### src/rtl/adc_frame_align.sv
// adc_frame_align: frame-alignment controller for the ADC LVDS receive path.
// Watches the deserialized 14-bit frame-clock word and issues one-cycle
// bitslip pulses to the deserializers until the word equals FRAME_PATTERN,
// then holds lock (FrmAlignDone) for the data-capture blocks.
//
// Optional feature: define ADC_FRAME_ALIGN_MONITOR_EN to build loss-of-lock
// monitoring. Without it, LOCKED is sticky and FrmData is ignored once locked.
//
// Single clock domain (FrmClkDiv), synchronous active-low reset (FrmRstN).

module adc_frame_align #(
    parameter logic [13:0] FRAME_PATTERN = 14'b11111110000000,
    parameter int unsigned SLIP_WAIT     = 4,   // settle cycles after a bitslip (1..15)
    parameter int unsigned MATCH_COUNT   = 8,   // consecutive matches to lock (1..255)
    parameter int unsigned LOSS_COUNT    = 4    // consecutive mismatches to unlock (1..255)
) (
    input  logic        FrmClkDiv,
    input  logic        FrmRstN,
    input  logic [13:0] FrmData,
    input  logic        AlignStart,
    output logic        FrmBitslip,
    output logic        FrmAlignDone,
    output logic        FrmAlignErr,
    output logic [3:0]  SlipCount
);

    // Alignment controller states.
    typedef enum logic [2:0] {
        ST_CHECK  = 3'd0,
        ST_SLIP   = 3'd1,
        ST_WAIT   = 3'd2,
        ST_LOCKED = 3'd3,
        ST_FAIL   = 3'd4
    } state_e;

    // Terminal counter values; comparing against "last" keeps every counter
    // bounded, so none of them can wrap.
    localparam logic [3:0] SLIP_LAST  = 4'd13;
    localparam logic [3:0] WAIT_LAST  = 4'(SLIP_WAIT - 1);
    localparam logic [7:0] MATCH_LAST = 8'(MATCH_COUNT - 1);
`ifdef ADC_FRAME_ALIGN_MONITOR_EN
    localparam logic [7:0] LOSS_LAST  = 8'(LOSS_COUNT - 1);
`endif

    state_e     state_q,     state_d;
    logic [3:0] slip_cnt_q,  slip_cnt_d;
    logic [3:0] wait_cnt_q,  wait_cnt_d;
    logic [7:0] match_cnt_q, match_cnt_d;
`ifdef ADC_FRAME_ALIGN_MONITOR_EN
    logic [7:0] loss_cnt_q,  loss_cnt_d;
`endif
    logic       bitslip_q,   bitslip_d;
    logic       done_q,      done_d;
    logic       err_q,       err_d;

    logic       frame_match;

    assign frame_match = (FrmData == FRAME_PATTERN);

    // Next-state and counter logic; AlignStart overrides all state behaviour.
    always_comb begin
        // NOTE: every signal gets a default before any branch so no path
        // leaves it unassigned, which would otherwise infer a latch.
        state_d     = state_q;
        slip_cnt_d  = slip_cnt_q;
        wait_cnt_d  = wait_cnt_q;
        match_cnt_d = match_cnt_q;
`ifdef ADC_FRAME_ALIGN_MONITOR_EN
        loss_cnt_d  = loss_cnt_q;
`endif

        if (AlignStart) begin
            state_d     = ST_CHECK;
            slip_cnt_d  = '0;
            wait_cnt_d  = '0;
            match_cnt_d = '0;
`ifdef ADC_FRAME_ALIGN_MONITOR_EN
            loss_cnt_d  = '0;
`endif
        end else begin
            case (state_q)
                ST_CHECK: begin
                    if (frame_match) begin
                        if (match_cnt_q >= MATCH_LAST) begin
                            state_d     = ST_LOCKED;
                            match_cnt_d = '0;
                        end else begin
                            match_cnt_d = match_cnt_q + 8'd1;
                        end
                    end else begin
                        match_cnt_d = '0;
                        if (slip_cnt_q >= SLIP_LAST) begin
                            // Every slip position has been tried.
                            state_d = ST_FAIL;
                        end else begin
                            // SlipCount advances together with the pulse.
                            state_d    = ST_SLIP;
                            slip_cnt_d = slip_cnt_q + 4'd1;
                        end
                    end
                end

                ST_SLIP: begin
                    state_d    = ST_WAIT;
                    wait_cnt_d = '0;
                end

                ST_WAIT: begin
                    // Deserializer output is unstable right after a slip.
                    if (wait_cnt_q >= WAIT_LAST) begin
                        state_d    = ST_CHECK;
                        wait_cnt_d = '0;
                    end else begin
                        wait_cnt_d = wait_cnt_q + 4'd1;
                    end
                end

                ST_LOCKED: begin
`ifdef ADC_FRAME_ALIGN_MONITOR_EN
                    if (frame_match) begin
                        loss_cnt_d = '0;
                    end else if (loss_cnt_q >= LOSS_LAST) begin
                        // Lock lost: restart the search from slip position 0.
                        state_d     = ST_CHECK;
                        loss_cnt_d  = '0;
                        slip_cnt_d  = '0;
                        match_cnt_d = '0;
                    end else begin
                        loss_cnt_d = loss_cnt_q + 8'd1;
                    end
`else
                    // Sticky lock: only AlignStart or reset leaves this state.
                    state_d = ST_LOCKED;
`endif
                end

                ST_FAIL: begin
                    state_d = ST_FAIL;
                end

                default: begin
                    state_d = ST_CHECK;
                end
            endcase
        end
    end

    // Outputs are decoded from the next state so they appear registered,
    // aligned with the state they describe.
    always_comb begin
        bitslip_d = (state_d == ST_SLIP);
        done_d    = (state_d == ST_LOCKED);
        err_d     = (state_d == ST_FAIL);
    end

    // State, counters and output registers with synchronous reset.
    always_ff @(posedge FrmClkDiv) begin
        // NOTE: all control registers, counters included, are reset so that
        // alignment always restarts from slip position 0 with no stray pulse.
        if (!FrmRstN) begin
            state_q     <= ST_CHECK;
            slip_cnt_q  <= '0;
            wait_cnt_q  <= '0;
            match_cnt_q <= '0;
`ifdef ADC_FRAME_ALIGN_MONITOR_EN
            loss_cnt_q  <= '0;
`endif
            bitslip_q   <= 1'b0;
            done_q      <= 1'b0;
            err_q       <= 1'b0;
        end else begin
            // NOTE: non-blocking assignments so every register samples the
            // pre-edge values, independent of statement order.
            state_q     <= state_d;
            slip_cnt_q  <= slip_cnt_d;
            wait_cnt_q  <= wait_cnt_d;
            match_cnt_q <= match_cnt_d;
`ifdef ADC_FRAME_ALIGN_MONITOR_EN
            loss_cnt_q  <= loss_cnt_d;
`endif
            bitslip_q   <= bitslip_d;
            done_q      <= done_d;
            err_q       <= err_d;
        end
    end

    assign FrmBitslip   = bitslip_q;
    assign FrmAlignDone = done_q;
    assign FrmAlignErr  = err_q;
    assign SlipCount    = slip_cnt_q;

endmodule

### config.mk
export PLATFORM = sky130hd
export DESIGN_NAME = adc_frame_align
export DESIGN_NICKNAME = d
export VERILOG_FILES = /design/src/rtl/adc_frame_align.sv
export SDC_FILE = /design/constraint.sdc
export NUM_CORES = 1
export LEC_CHECK = 0
export CAP_MARGIN = 20
export CORE_MARGIN = 2
export CORE_UTILIZATION = 35
export CTS_CLUSTER_DIAMETER = 120
export DETAILED_ROUTE_END_ITERATION = 10
export GPL_TIMING_DRIVEN = 0
export SLEW_MARGIN = 10
export SYNTH_ARGS = -nofsm -noshare
export SYNTH_HDL_FRONTEND = slang
export SYNTH_SLANG_ARGS = --single-unit
### constraint.sdc
create_clock -name FrmClkDiv -period 2.2 [get_ports FrmClkDiv]
set_input_delay 0.44 -clock FrmClkDiv [delete_from_list [all_inputs] [get_ports FrmClkDiv]]
set_output_delay 0.44 -clock FrmClkDiv [all_outputs]
set_load 0.1 [all_outputs]
==> results of run 1 <==
==> final cells by class <==
type | count | area share, %
plain buffers | 7 | 2.75
clock buffers | 4 | 2.75
inverters | 6 | 1.70
multi-input cells | 84 | 39.7
flip-flops and latches | 22 | 33.4
well taps | 31 | 2.94
repair buffers | 23 | 16.8
==> worst max path at each step <==
stage	startpoint	to	slack, ns	cells after the start
floorplan	SlipCount[0]$_SDFFE_PP0P_	SlipCount[3]$_SDFFE_PP0P_	0.1	5
global placement	FrmData[1]	FrmAlignDone$_SDFF_PN0_	-0.06	6
detailed placement	FrmData[1]	match_cnt_q[7]$_SDFFE_PP0P_	-0.12	6
CTS	SlipCount[2]$_SDFFE_PP0P_	SlipCount[2]	0.09	1
global route	SlipCount[2]$_SDFFE_PP0P_	SlipCount[2]	0.02	1
finish	SlipCount[2]$_SDFFE_PP0P_	SlipCount[2]	0.11	1
==> power groups by stage <==
stage | clock [mW] | sequential [mW] | combinational [mW]
4_1_cts | 0.234 | 0.407 | 0.107
5_1_grt | 0.252 | 0.408 | 0.118
3_5_place_dp | 0 | 0.416 | 0.108
2_1_floorplan | 0 | 0.437 | 0.0409
6_report | 0.225 | 0.407 | 0.106
3_3_place_gp | 0 | 0.416 | 0.107
==> stage by stage <==
| step | cell area, um2 | setup slack, ns | TNS [ns] |
|---|---|---|---|
| floorplan | 1020 | 0.0977 | 0 |
| global placement | 1290 | -0.0597 | -0.142 |
| detailed placement | 1290 | -0.122 | -0.719 |
| CTS | 1320 | 0.0911 | 0 |
| global route | 1320 | 0.0243 | 0 |
| finish | 1320 | 0.109 | 0 |
==> layout by cell type, fill, tap and decap left out, types with 4 or more instances in the layout <==
cell type | netlist | layout
dfxtp_1 | 22 | 21
clkdlybuf4s50_1 | 0 | 16
a21oi_1 | 11 | 11
nand3_1 | 10 | 10
nor2_1 | 7 | 7
dlygate4sd2_1 | 0 | 7
inv_1 | 6 | 6
o21ai_0 | 6 | 6
nand2_1 | 6 | 6
and3_1 | 5 | 5
nor3_1 | 5 | 5
ha_1 | 5 | 5
clkbuf_1 | 4 | 4
==> cells by family (layout without fill, tap and decap cells) <==
family	count (synthesis)	count (layout)
xor gates and xnor gates	1	1
buffers and inverters	13	40
DFF	22	22
and+or+nand+nor	51	51
muxes	1	1
adders and majority gates	5	5
AOI/OAI and AO/OA	26	26
==> metal layers <==
metal	GRT usage, %	share of wire [%]	vias up
li1	-	-	489
met1	19.1	46	449
met2	26.9	46	29
met3	4.91	6.5	2
met4	3.65	0.82	0
met5	0	0	-
==> Yosys cell counts (all sizes together) <==
master,count
nand3,10
and2,1
a32oi,2
inv,6
a31o,1
nand4,2
ha,5
clkbuf,4
and4,3
and3,5
nor4,2
xnor2,1
and4b,1
nor3,5
a211oi,1
a21oi,11
o31ai,1
o21ai,6
o32ai,2
mux2i,1
buf,3
a311oi,1
nand2b,3
nand2,6
or4,1
a31oi,1
dfxtp,22
nor4b,1
or3,2
nor3b,1
nor2,7
nor2b,1
==> state kept, by name (all words and copies together) (netlist names) <==
| signal | flops |
|---|---|
| FrmAlignDone | 1 |
| FrmAlignErr | 1 |
| FrmBitslip | 1 |
| SlipCount | 4 |
| match_cnt_q | 8 |
| state_q | 3 |
| wait_cnt_q | 4 |
==> timing repair <==
item                       CTS  global route
gates resized for setup      7             0
hold endpoints to repair     0             0
hold buffers                 0             0
setup endpoints to repair    7             0
==> summary.log, run 1 <==
INFO  layout         final_net_count=169
INFO  worst_setup_path reg2reg_slack=0.39ns
INFO  route          detail_route.wl_per_cell=13.0um
INFO  layout         area_growth=29.1%
INFO  timing         max_freq=478MHz
INFO  timing         post_layout_minimum_cycle_time=2.09ns
INFO  die            ioPinCount=24
INFO  route          via_count=969
INFO  yosys          synth.mux.area_fraction=0.978%
INFO  placement      detailed_place_hpwl=1.75mm
INFO  clocking       clock_tree.htree_level_count=1
INFO  layout         fraction_of_final_layout_cells_with_drive_strength_greater_than_1=5.48%
INFO  power          share_clk_of_total_power=30.5%
INFO  clocking       clkLatencyLatePin=0.31ns
INFO  timing         setup_viol_count_final=0
INFO  placement      number_of_buffers_added_on_ports=23
INFO  yosys          synth_compound_gate_area_share=15.5%
INFO  yosys          post_synth_and_or_nand_nor_area_fraction=27.8%
INFO  power          power_switching=0.189mW
INFO  clocking       cts_root_buffer=clkbuf_4
INFO  layout         final-seq-area=442um2
INFO  yosys          synth-seq-area-share=43.0%
INFO  min_path       hold_depth=2
INFO  worst_setup_path crit_path_capture_type=primary output
INFO  timing         final_hold_violations=0
INFO  die            die_extent_in_y=58.1um
INFO  timing         rsz_0062_raised_after_global_routing=false
INFO  route          routed_wirelength=2.31mm
INFO  min_path       timing.hold.worst.class=reg2reg
INFO  worst_setup_path max_stage_delay=0.90ns
INFO  power          max-vdd-ir-drop=423uV
INFO  clocking       ctsLongestPathBuffers=2
INFO  worst_setup_path crit_fanout=7
INFO  min_path       holdPathEnd=wait_cnt_q[2]$_SDFFE_PP0P_
INFO  clocking       tritoncts.num_buffers=3
INFO  yosys          postSynthCellCount=119
INFO  global_route   grt_util_all_layers=15.7%
INFO  die            rows=19
INFO  worst_setup_path slowest_stage=dlygate4sd2_1
INFO  layout         final-instance-count-excl-fill=177
INFO  yosys          netlist.area_leader.share=43.0%
INFO  global_route   via_count_of_the_first_global_routing_pass=951
INFO  route          viasPerCell=5.47
INFO  power          power_per_cell_area=559mW/mm2
INFO  worst_setup_path cells_on_worst_reg2reg_path=5
INFO  yosys          synthDominantAreaCellType=dfxtp_1
INFO  yosys          synth_xor_xnor_area_share=0.856%
INFO  timing         finClkSkew=0.0132ns
INFO  die            floorplan.core_area=0.00276mm2
INFO  clocking       cts_tree=built
INFO  placement      place_congestion=0.793
INFO  worst_setup_path worstPathRequired=1.76ns
INFO  layout         antenna_cells_inserted=0
INFO  die            floorplan.die_area=0.00337mm2
INFO  timing         timing_worst_slew_pin_value=0.976ns
INFO  yosys          ys_warn_count=0
INFO  yosys          synth.area.top_cells=dfxtp_1 (43%), ha_1 (6.1%), a21oi_1 (5.4%), nand3_1 (4.9%), and3_1 (3.1%)
INFO  worst_setup_path critical_path_arrival=1.65ns
INFO  timing         smallest_hold_slack=0.439ns
INFO  yosys          synth-adder-area-share=6.11%
INFO  die            die_w=58.1um
INFO  power          switching_share=25.6%
INFO  layout         fill_cells=289
INFO  route          postRouteAntennaNets=0
INFO  yosys          synth_top_family_by_area=simple AND/OR/NAND/NOR gates
INFO  global_route   first_pass_grt_wire_length=4.05mm
INFO  min_path       min-delay-start=wait_cnt_q[2]$_SDFFE_PP0P_
INFO  clocking       clk_transition_reported_paths=0.13ns
INFO  global_route   grt_start_max_net_pins=13
INFO  timing         period_utilization=95.0%
INFO  yosys          synth.cell_area=0.00102mm2
INFO  worst_setup_path worst_r2r_startpoint=state_q[1]$_SDFF_PN0_
INFO  route          initialDrtViolationCount=25
INFO  power          comb_power_share=14.4%
INFO  worst_setup_path crit_family=buffers and inverters
INFO  timing         slew_viol_final=0
INFO  layout         area_of_the_multi_input_gates=524um2
INFO  worst_setup_path path_cells=dlygate4sd2_1
INFO  worst_setup_path r2r_end=SlipCount[3]$_SDFFE_PP0P_
INFO  clocking       clkSinkCount=22
INFO  worst_setup_path critical_path_class=reg2out
INFO  route          drtPass1Iterations=4
INFO  clocking       post-cts-setup-buffers=0
INFO  yosys          syn-mean-instance-area=8.60um2
INFO  die            start_util=37.1%
INFO  job            drv_cap=0
INFO  yosys          post_synthesis_net_count=141
INFO  timing         max-slew-margin-rel=35.2%
INFO  worst_setup_path start_kind=flip-flop
INFO  power          totalPowerFinal=0.739mW
INFO  route          drcViolationCount=0
INFO  worst_setup_path crit_buf_inv=1
INFO  power          seq_power_share=55.1%
INFO  global_route   overflow=0
INFO  yosys          synth.distinct_cells=33
INFO  placement      placedCellCount=173
INFO  power          total_leakage_power=0.531nW
INFO  status         outcome=finished, final reports clean
INFO  power          internal_power=0.549mW
INFO  layout         finalCoreUtilization=47.9%
INFO  yosys          postSynthRegisterBits=22
INFO  global_route   initial_antenna_violation_count=0
Power figures use the tool's default switching activity.
==> run 2, diff against run 1 <==
--- a/config.mk
+++ b/config.mk
@@ -6,11 +6,9 @@
 export NUM_CORES = 1
 export LEC_CHECK = 0
 export CAP_MARGIN = 20
-export CORE_MARGIN = 2
 export CORE_UTILIZATION = 35
 export CTS_CLUSTER_DIAMETER = 120
 export DETAILED_ROUTE_END_ITERATION = 10
-export GPL_TIMING_DRIVEN = 0
 export SLEW_MARGIN = 10
 export SYNTH_ARGS = -nofsm -noshare
 export SYNTH_HDL_FRONTEND = slang
==> run 2 against run 1 <==
- sequential power is 1% higher
- core utilization is 0.82 points lower
- clock skew is 0.0045 ns lower
- cell count is 2.3% lower
- sequential share of layout area is 0.58 points higher
- global-route usage is 0.40 points lower
- combinational power hardly changed
- cell area is 1.7% lower
- fmax is 15% higher
- power is 0.44% lower
- die area is 6.8% lower
- count of clock-buffer cells in the layout stayed put
- critical endpoint is now SlipCount[3]$_SDFFE_PP0P_
- largest cell class unchanged
- largest power group unchanged
==> summary.log, run 2 (synthesized netlist as in run 1, its figures left out) <==
INFO  worst_setup_path critical_path_class=in2reg
INFO  power          max-vdd-ir-drop=351uV [-17%]
INFO  clocking       cts_root_buffer=clkbuf_4
INFO  global_route   grt_start_max_net_pins=14 [+1]
INFO  min_path       timing.hold.worst.class=reg2reg
INFO  layout         final_common_cell=dfxtp_1
INFO  worst_setup_path crit_fanout=12 [+5]
INFO  timing         timing_worst_slew_pin_value=0.574ns [-0.402 ns]
INFO  worst_setup_path critical_path_arrival=2.07ns [+0.42 ns]
INFO  timing         post_layout_minimum_cycle_time=1.82ns [-0.273 ns]
INFO  clocking       ctsLongestPathBuffers=2 [unchanged]
INFO  route          drcViolationCount=0 [unchanged]
INFO  power          power_per_cell_area=566mW/mm2 [+1.3%]
INFO  layout         final_net_count=165 [-2.4%]
INFO  route          viasPerCell=5.43 [-0.86%]
INFO  clocking       post-cts-setup-buffers=0 [unchanged]
INFO  die            floorplan.core_area=0.00276mm2 [unchanged]
INFO  global_route   via_count_of_the_first_global_routing_pass=877 [-7.8%]
INFO  timing         rsz_0062_raised_after_global_routing=false
INFO  layout         fraction_of_final_layout_cells_with_drive_strength_greater_than_1=10.6% [+5.1 points]
INFO  placement      place_congestion=0.711 [-10%]
INFO  timing         max_freq=550MHz [+15%]
INFO  worst_setup_path worstPathRequired=2.45ns [+0.69 ns]
INFO  route          initialDrtViolationCount=17 [-32%]
INFO  worst_setup_path worst_r2r_startpoint=SlipCount[1]$_SDFFE_PP0P_
INFO  placement      number_of_buffers_added_on_ports=23 [unchanged]
INFO  global_route   grt_util_all_layers=15.3% [-0.40 points]
INFO  job            drv_cap=0 [unchanged]
INFO  clocking       postCtsHoldBufs=0 [unchanged]
INFO  clocking       cts.repair.resized=0 [-7]
INFO  global_route   overflow=0 [unchanged]
INFO  clocking       cts_tree=built
INFO  clocking       tritoncts.num_buffers=3 [unchanged]
INFO  layout         largest_register_ffs=8 [unchanged]
INFO  layout         area_growth=26.9%
INFO  power          total_leakage_power=0.507nW [-4.4%]
INFO  route          detail_route.wl_per_cell=12.5um [-3.9%]
INFO  worst_setup_path start_kind=input port
INFO  die            start_util=37.1% [unchanged]
INFO  route          postRouteAntennaNets=0 [unchanged]
INFO  die            die_w=56.1um [-3.4%]
INFO  global_route   first_pass_grt_wire_length=3.80mm [-6.1%]
INFO  clocking       clkSinkCount=22 [unchanged]
INFO  timing         max-slew-margin-rel=61.2% [+26 points]
INFO  timing         slew_viol_final=0 [unchanged]
INFO  route          drtPass1Iterations=4 [unchanged]
INFO  status         outcome=finished, final reports clean
INFO  die            floorplan.die_area=0.00314mm2 [-6.8%]
INFO  layout         mostFrequentLayoutCells=dfxtp_1 (21), clkdlybuf4s50_1 (16), a21oi_1 (11), nand3_1 (10), buf_4 (10)
INFO  die            ioPinCount=24 [unchanged]
INFO  min_path       min-delay-start=wait_cnt_q[3]$_SDFFE_PP0P_
INFO  timing         smallest_hold_slack=0.437ns [-0.00233 ns]
INFO  worst_setup_path startpoint=FrmData[4]
INFO  layout         register_name_with_the_most_flops=match_cnt_q
INFO  route          routed_wirelength=2.17mm [-6.1%]
INFO  global_route   initial_antenna_violation_count=0 [unchanged]
INFO  clocking       clk_transition_reported_paths=0.12ns [about the same]
INFO  timing         finClkSkew=0.00871ns [-0.00449 ns]
INFO  timing         final_hold_violations=0 [unchanged]
INFO  die            rows=19 [unchanged]
INFO  clocking       clock_tree.htree_level_count=1 [unchanged]
INFO  clocking       clkLatencyLatePin=0.31ns [about the same]
INFO  layout         antenna_cells_inserted=0 [unchanged]
INFO  timing         setup_viol_count_final=0 [unchanged]
INFO  timing         period_utilization=82.6% [-12 points]
INFO  die            die_extent_in_y=56.1um [-3.4%]
INFO  timing         setup_total_negative_slack=0ns [unchanged]
INFO  route          via_count=939 [-3.1%]
INFO  worst_setup_path crit_path_capture_type=flip-flop
INFO  placement      detailed_place_hpwl=1.66mm [-5.3%]
[run 2: worst paths after layout]
check | end | slack [ns] | depth (start not counted)
worst min register to register | wait_cnt_q[3]$_SDFFE_PP0P_ | 0.44 | 2
worst max register to register | SlipCount[3]$_SDFFE_PP0P_ | 0.46 | 6
worst max-delay path | SlipCount[3]$_SDFFE_PP0P_ | 0.38 | 5
worst min-delay path | wait_cnt_q[3]$_SDFFE_PP0P_ | 0.44 | 2
[run 2: cell type report]
class,instances,area [um2]
clock buffers,4,36.3
fillers,285,1460
inverters,6,22.5
multi-input cells,84,524
flip-flops and latches,22,442
well taps,31,38.8
repair buffers,26,235
[run 2: critical path, stage by stage]
cell	delay, ns
clkdlybuf4s50_1	0.45
and4b_1	0.19
and4_1	0.30
or4_1	0.54
a21oi_1	0.15
[run 2: per-layer routing]
layer | GRT usage, % | vias up | share of wire, % | wire [um]
met5 | 0 | - | 0 | 0
met4 | 6.27 | 0 | 0.97 | 21
met3 | 2.33 | 3 | 4.1 | 89
met2 | 25.0 | 31 | 46 | 994
met1 | 20.1 | 421 | 49 | 1060
li1 | - | 484 | - | -
[run 2: power breakdown]
group	leakage, nW	switching [mW]	internal, mW	total [mW]
clock	0.0210	0.119	0.101	0.220
sequential	0.178	0.00746	0.403	0.411
combinational	0.308	0.0570	0.0476	0.105
total	0.507	0.183	0.552	0.735
[run 2: per-stage QoR]
step	area, um2	utilization, %	setup WS, ns	cells	power [mW]
after floorplan	1020	-	0.0977	119	0.478
after global placement	1260	45.8	0.101	169	0.523
after detailed placement	1260	45.8	0.0510	169	0.524
after CTS	1300	47.1	0.382	173	0.744
after global routing	1300	47.1	0.279	173	0.772
final	1300	47.1	0.382	173	0.735
